### config.mk
export PLATFORM = sky130hd
export DESIGN_NAME = i2c_target_regfile
export DESIGN_NICKNAME = d
export VERILOG_FILES = /design/src/rtl/i2c_target_regfile.sv
export SDC_FILE = /design/constraint.sdc
export NUM_CORES = 2
export LEC_CHECK = 0
export CORE_MARGIN = 2
export CORE_UTILIZATION = 26
export CTS_CLUSTER_DIAMETER = 40
export DETAILED_ROUTE_END_ITERATION = 6
export SLEW_MARGIN = 20
export SYNTH_ARGS = -nofsm -noshare
export SYNTH_HDL_FRONTEND = slang
export SYNTH_SLANG_ARGS = --single-unit
### constraint.sdc
create_clock -name clk_50m -period 69.8 [get_ports clk_50m]
set_input_delay 13.96 -clock clk_50m [delete_from_list [all_inputs] [get_ports clk_50m]]
set_output_delay 13.96 -clock clk_50m [all_outputs]
set_load 0.1 [all_outputs]
### src/rtl/i2c_target_regfile.sv
// ---------------------------------------------------------------------------
// i2c_target_regfile
//
// I2C target with 16-bit register addressing and 8-bit data, laid out like a
// camera sensor register map. It lets the IIC master driver and its bring-up
// sequences run in loopback with no sensor fitted. The SDA pin sits behind an
// IOBUF using the _i/_o/_t split; sda_t=1 releases the line.
//
// Ports
//   clk_50m  in       system clock, rising edge
//   reset    in       asynchronous, active-high reset
//   scl_i    in       SCL from IOBUF.O
//   sda_i    in       SDA from IOBUF.O
//   sda_o    out      constant 0 (open-drain drive value)
//   sda_t    out      1 = release SDA, 0 = pull SDA low
//   wr_stb   out      one-cycle pulse per data byte written
//   wr_addr  out [16] register address of that write
//   wr_data  out [8]  data of that write
//   busy     out      high from START until STOP
//
// Build option
//   I2C_TGT_CHIP_ID_EN : when defined, addresses 0x300A/0x300B read back
//   CHIP_ID[15:8]/CHIP_ID[7:0]; writes there are ACKed but ignored and do
//   not strobe. When undefined those addresses behave like any other.
// ---------------------------------------------------------------------------
module i2c_target_regfile #(
  parameter logic [6:0]  DEV_ADDR = 7'h3C,
  parameter int          ADDR_W   = 8,
  parameter int          FILT_LEN = 4,
  parameter logic [15:0] CHIP_ID  = 16'h5640
) (
  input  logic        clk_50m,
  input  logic        reset,
  input  logic        scl_i,
  input  logic        sda_i,
  output logic        sda_o,
  output logic        sda_t,
  output logic        wr_stb,
  output logic [15:0] wr_addr,
  output logic [7:0]  wr_data,
  output logic        busy
);

  localparam int CNT_W = (FILT_LEN > 1) ? $clog2(FILT_LEN) : 1;
  localparam logic [CNT_W-1:0] CNT_MAX = CNT_W'(FILT_LEN - 1);

  typedef enum logic [2:0] {
    IDLE,
    DEVA,
    AHI,
    ALO,
    WDAT,
    RDAT,
    MACK
  } state_e;

  logic             sclMeta_q, sclSync_q, sclFilt_q, sclPrev_q;
  logic             sdaMeta_q, sdaSync_q, sdaFilt_q, sdaPrev_q;
  logic [CNT_W-1:0] sclCnt_q, sdaCnt_q;

  state_e      state_q;
  logic [3:0]  bitCnt_q;
  logic        ackPhase_q;
  logic [7:0]  rxByte_q;
  logic [6:0]  txByte_q;
  logic [7:0]  addrHi_q;
  logic [15:0] ptr_q;
  logic        sdaT_q;
  logic        wrStb_q;
  logic [15:0] wrAddr_q;
  logic [7:0]  wrData_q;
  logic        busy_q;
  logic [7:0]  mem_q [2**ADDR_W];

  logic sclRise, sclFall, startDet, stopDet, sdaIn;
  logic inRange, isChipId;
  logic [7:0] rdData;

  // Two-flop synchronisers followed by a stability filter: a new level is
  // accepted only after it has been seen on FILT_LEN consecutive clocks, so a
  // short glitch never reaches the edge detectors. The bus idles high.
  always_ff @(posedge clk_50m or posedge reset) begin
    if (reset) begin
      sclMeta_q <= 1'b1;
      sclSync_q <= 1'b1;
      sclFilt_q <= 1'b1;
      sclPrev_q <= 1'b1;
      sclCnt_q  <= '0;
      sdaMeta_q <= 1'b1;
      sdaSync_q <= 1'b1;
      sdaFilt_q <= 1'b1;
      sdaPrev_q <= 1'b1;
      sdaCnt_q  <= '0;
    end else begin
      sclMeta_q <= scl_i;
      sclSync_q <= sclMeta_q;
      sclPrev_q <= sclFilt_q;
      if (sclSync_q == sclFilt_q) begin
        sclCnt_q <= '0;
      end else if (sclCnt_q == CNT_MAX) begin
        sclFilt_q <= sclSync_q;
        sclCnt_q  <= '0;
      end else begin
        sclCnt_q <= sclCnt_q + 1'b1;
      end
      sdaMeta_q <= sda_i;
      sdaSync_q <= sdaMeta_q;
      sdaPrev_q <= sdaFilt_q;
      if (sdaSync_q == sdaFilt_q) begin
        sdaCnt_q <= '0;
      end else if (sdaCnt_q == CNT_MAX) begin
        sdaFilt_q <= sdaSync_q;
        sdaCnt_q  <= '0;
      end else begin
        sdaCnt_q <= sdaCnt_q + 1'b1;
      end
    end
  end

  // START/STOP need SCL to have been high on both sides of the SDA edge.
  assign sdaIn    = sdaFilt_q;
  assign sclRise  = sclFilt_q & ~sclPrev_q;
  assign sclFall  = ~sclFilt_q & sclPrev_q;
  assign startDet = sclFilt_q & sclPrev_q & sdaPrev_q & ~sdaFilt_q;
  assign stopDet  = sclFilt_q & sclPrev_q & ~sdaPrev_q & sdaFilt_q;

  // Pointers whose upper bits are non-zero fall outside the register file.
  assign inRange = ((ptr_q >> ADDR_W) == 16'd0);

`ifdef I2C_TGT_CHIP_ID_EN
  assign isChipId = (ptr_q == 16'h300A) || (ptr_q == 16'h300B);
`else
  assign isChipId = 1'b0;
`endif

  // Byte presented for the next read at the current pointer.
  always_comb begin
    rdData = 8'h00;
    if (isChipId) begin
      rdData = ptr_q[0] ? CHIP_ID[7:0] : CHIP_ID[15:8];
    end else if (inRange) begin
      rdData = mem_q[ptr_q[ADDR_W-1:0]];
    end
  end

  // Protocol FSM. START/STOP win over any bit edge seen in the same cycle.
  // Receive states count 8 SCL rises; the following SCL fall opens the ACK
  // slot (SDA pulled low) and the next fall closes it. Read data is driven
  // on SCL falls, MSB first, and the master's ACK is sampled in MACK.
  always_ff @(posedge clk_50m or posedge reset) begin
    if (reset) begin
      state_q    <= IDLE;
      bitCnt_q   <= 4'd0;
      ackPhase_q <= 1'b0;
      rxByte_q   <= 8'h00;
      txByte_q   <= 7'h00;
      addrHi_q   <= 8'h00;
      ptr_q      <= 16'h0000;
      sdaT_q     <= 1'b1;
      wrStb_q    <= 1'b0;
      wrAddr_q   <= 16'h0000;
      wrData_q   <= 8'h00;
      busy_q     <= 1'b0;
      mem_q      <= '{default: 8'h00};
    end else begin
      wrStb_q <= 1'b0;
      if (startDet) begin
        state_q    <= DEVA;
        bitCnt_q   <= 4'd0;
        ackPhase_q <= 1'b0;
        sdaT_q     <= 1'b1;
        busy_q     <= 1'b1;
      end else if (stopDet) begin
        state_q    <= IDLE;
        bitCnt_q   <= 4'd0;
        ackPhase_q <= 1'b0;
        sdaT_q     <= 1'b1;
        busy_q     <= 1'b0;
      end else begin
        case (state_q)
          IDLE: begin
            sdaT_q <= 1'b1;
          end
          DEVA, AHI, ALO, WDAT: begin
            if (sclRise && !ackPhase_q && bitCnt_q != 4'd8) begin
              rxByte_q <= {rxByte_q[6:0], sdaIn};
              bitCnt_q <= bitCnt_q + 4'd1;
            end else if (sclFall && !ackPhase_q && bitCnt_q == 4'd8) begin
              bitCnt_q <= 4'd0;
              if (state_q == DEVA && rxByte_q[7:1] != DEV_ADDR) begin
                state_q <= IDLE;
              end else begin
                ackPhase_q <= 1'b1;
                sdaT_q     <= 1'b0;
                case (state_q)
                  AHI: addrHi_q <= rxByte_q;
                  ALO: ptr_q    <= {addrHi_q, rxByte_q};
                  WDAT: begin
                    if (!isChipId) begin
                      wrStb_q  <= 1'b1;
                      wrAddr_q <= ptr_q;
                      wrData_q <= rxByte_q;
                      if (inRange) begin
                        mem_q[ptr_q[ADDR_W-1:0]] <= rxByte_q;
                      end
                    end
                    ptr_q <= ptr_q + 16'd1;
                  end
                  default: ;
                endcase
              end
            end else if (sclFall && ackPhase_q) begin
              ackPhase_q <= 1'b0;
              sdaT_q     <= 1'b1;
              case (state_q)
                DEVA: begin
                  if (rxByte_q[0]) begin
                    state_q  <= RDAT;
                    txByte_q <= rdData[6:0];
                    sdaT_q   <= rdData[7];
                  end else begin
                    state_q <= AHI;
                  end
                end
                AHI:     state_q <= ALO;
                ALO:     state_q <= WDAT;
                default: state_q <= WDAT;
              endcase
            end
          end
          RDAT: begin
            if (sclRise && bitCnt_q != 4'd8) begin
              bitCnt_q <= bitCnt_q + 4'd1;
            end else if (sclFall && bitCnt_q == 4'd8) begin
              sdaT_q   <= 1'b1;
              ptr_q    <= ptr_q + 16'd1;
              bitCnt_q <= 4'd0;
              state_q  <= MACK;
            end else if (sclFall) begin
              sdaT_q   <= txByte_q[6];
              txByte_q <= {txByte_q[5:0], 1'b0};
            end
          end
          MACK: begin
            if (sclRise && !ackPhase_q) begin
              if (sdaIn) begin
                state_q <= IDLE;
              end else begin
                ackPhase_q <= 1'b1;
              end
            end else if (sclFall && ackPhase_q) begin
              ackPhase_q <= 1'b0;
              state_q    <= RDAT;
              txByte_q   <= rdData[6:0];
              sdaT_q     <= rdData[7];
            end
          end
          default: begin
            state_q <= IDLE;
            sdaT_q  <= 1'b1;
          end
        endcase
      end
    end
  end

  assign sda_o   = 1'b0;
  assign sda_t   = sdaT_q;
  assign wr_stb  = wrStb_q;
  assign wr_addr = wrAddr_q;
  assign wr_data = wrData_q;
  assign busy    = busy_q;

endmodule

==> impl_metrics.py <==
metrics = {
    "worst_hold_path": {
        "hold_depth": 0,
        "hp-class": "flip-flop to flip-flop",
    },
    "global_route": {
        "grt_overflow_total": 0,
        "grt_max_degree": 203,
        "antenna_found_initial": 12,
        "use_met1": 0.197,
        "top_usage_layer": "met2",
        "grt_pass1_vias": 61800,
        "met2_usage": 0.231,
        "gr-usage-all-layers": 0.148,
        "grt_pass1_wl_mm": 426,
        "grt_use_met3": 0.0320,
    },
    "power_and_ir_drop": {
        "powerDensity_nw_per_um2": 29.3,
        "p_leak_nw": 52.4,
        "ir_drop_mv": 0.0274,
        "p_total_w": 0.00340,
    },
    "cts": {
        "clkLatencyLatePin_ps": 940,
        "cts_hold_buf": 0,
        "clock_sinks": 2134,
        "cts_setup_buffers": 0,
        "cts_htree_levels": 5,
        "clk_pin_slew_ps": 50,
        "cts_buffer_depth": 4,
        "cts_tree": "yes",
        "cts_inserted_buffers": 353,
        "cts.repair.resized": 0,
        "root_buffer": "clkbuf_16",
    },
    "sta": {
        "tightest_slew_ps": 1280,
        "fin_skew_ps": 63.3,
        "slew_headroom": 0.143,
        "max_freq_ghz": 0.0541,
        "maxSlewViolCount": 0,
        "finalWorstSetupSlack_ps": 51320,
        "fin_hold_ws_ps": 346,
        "fin_tns_setup_ps": 0,
        "hold_violations": 0,
        "rsz0062_at_grt": "no",
        "timing.final.crit_share": 0.265,
        "final-setup-viol-count": 0,
        "period_minus_slack_ps": 18480,
    },
    "yosys": {
        "synthArstFlopShare": 1.00,
        "postSynthAreaPerCell_sq_um": 15.5,
        "ys_seq_area_frac": 0.545,
        "synth_enable_flop_cells": 0,
        "syn-cell-area_sq_um": 98000,
        "synth-main-ff-cell": "dfrtp_1",
        "yosys_warnings": 0,
        "synthCells": 6339,
        "yosysUniqueCellTypes": 81,
        "ys_seq_elements": 2134,
        "syn-num-nets": 6351,
    },
    "critical_path": {
        "ff2ff_path_depth": 10,
        "crit_type": "primary input to async pin",
        "crit_required_ps": 70730,
        "cp-end-kind": "async pin",
        "rrSetupSlack_ps": 64150,
        "critPathMaxFanout": 73,
        "arrival_ps": 19410,
        "start_kind": "primary input",
    },
    "die": {
        "die_w_um": 618,
        "ios": 32,
        "core_sq_um": 376000,
        "rows": 225,
        "start_util": 0.261,
        "die_y_um": 618,
        "design.die.area_sq_um": 382000,
    },
    "layout": {
        "fin_nets": 6369,
        "final_cell_mix": "2110 x dfrtp_1, 2068 x mux2_2, 523 x mux4_2, 357 x clkbuf_16, 233 x nand2_1",
        "layout_commonest_cell": "dfrtp_1",
        "drive_gt1_frac": 0.525,
        "area_delta_synth_final_pct": 18.3,
        "final_util": 0.309,
        "fill_cells": 36700,
    },
    "detailed_routing": {
        "detail_route.vias_per_cell": 4.99,
        "first_iter_violations": 5190,
        "antenna_left": 0,
        "finalWirelength_mm": 285,
        "drtPass1Iterations": 6,
        "num_vias": 58000,
        "drc_errors": 0,
        "wire_per_inst_um": 24.5,
    },
    "placed_design": {
        "dp_slack_ps": 49830,
        "portBuffers": 30,
        "gp_congestion": 0.832,
        "hpwl_mm": 177,
    },
    "run": {
        "maxCapViolCount": 0,
    },
    "status": {
        "status": "completed",
    },
}
## final timing paths
path                               end  startpoint
min reg2reg                  sdaSync_q   sdaMeta_q
max                        mem_q[1113]       reset
min                          sdaSync_q   sdaMeta_q
max in group clk_50m             sda_t       sda_t
max reg2reg                txByte_q[2]    ptr_q[0]
min in group asynchronous   mem_q[148]       reset
## worst max-delay path, cell delays in order
cell,delay [ps]
clkdlybuf4s50_1,560
clkinvlp_4,520
buf_4,770
buf_4,840
buf_4,790
buf_4,850
buf_4,830
## cell families after synthesis
logic type,synth area share
muxes,0.376
DFF,0.545
and+or+nand+nor,0.0310
buffers and inverters,0.0234
AOI/OAI and AO/OA,0.0229
adders and majority gates,0.00102
xor gates and xnor gates,0.000447
other,0.0000382
## routing by layer
metal	routed length, um	up-vias
met5	7	-
met4	12500	2
met3	19300	588
met2	131000	1808
met1	122000	31700
li1	-	23800
## power by group
group          leakage (nW)  switching (W)  internal, W
Combinational          16.7       0.000207     0.000110
Sequential             29.8      0.0000275      0.00125
Clock                  5.95       0.000624      0.00118
## sequential cells by signal, summed over array words and instances, names as in the netlist, 2 cells and up
signal / cells
wr_data: 8
sdaCnt_q: 2
wr_addr: 16
ptr_q: 16
state_q: 3
bitCnt_q: 4
mem_q: 2048
txByte_q: 7
addrHi_q: 8
sclCnt_q: 2
rxByte_q: 8
## cells in the mapped netlist (24+ instances only)
cell type  count  share of area
mux2_1        26         0.0030
mux4_2       523           0.12
buf_1         26         0.0010
buf_2         77         0.0039
mux2i_1      154          0.016
clkbuf_1     328          0.013
nand2_1      233         0.0089
buf_6         24         0.0028
mux2_2      2068           0.24
a22oi_1       87         0.0067
buf_4         29         0.0022
dfrtp_1     2125           0.54
nand3_1       35         0.0018
nor2_1        90         0.0034
o21ai_0       40         0.0020
a21oi_1       43         0.0022
nor2_2        97         0.0062
## area by class of cell
class / instances / area, sq um / area share
well taps: 4994 / 6250 / 0.0539
repair buffers: 150 / 1450 / 0.0125
flip-flops and latches: 2134 / 53500 / 0.461
multi-input cells: 3707 / 42400 / 0.366
inverters: 11 / 45.0 / 0.000388
diodes: 3 / 7.51 / 0.0000647
clock inverters: 204 / 2790 / 0.0240
clock buffers: 422 / 9530 / 0.0822
## per-stage QoR
step,cells,area (sq um)
floorplan,6339,98100
global placement,11000,104000
detailed placement,11000,104000
CTS,11600,116000
global route,11600,116000
finish,11600,116000
(Power assumes the default switching activity.)
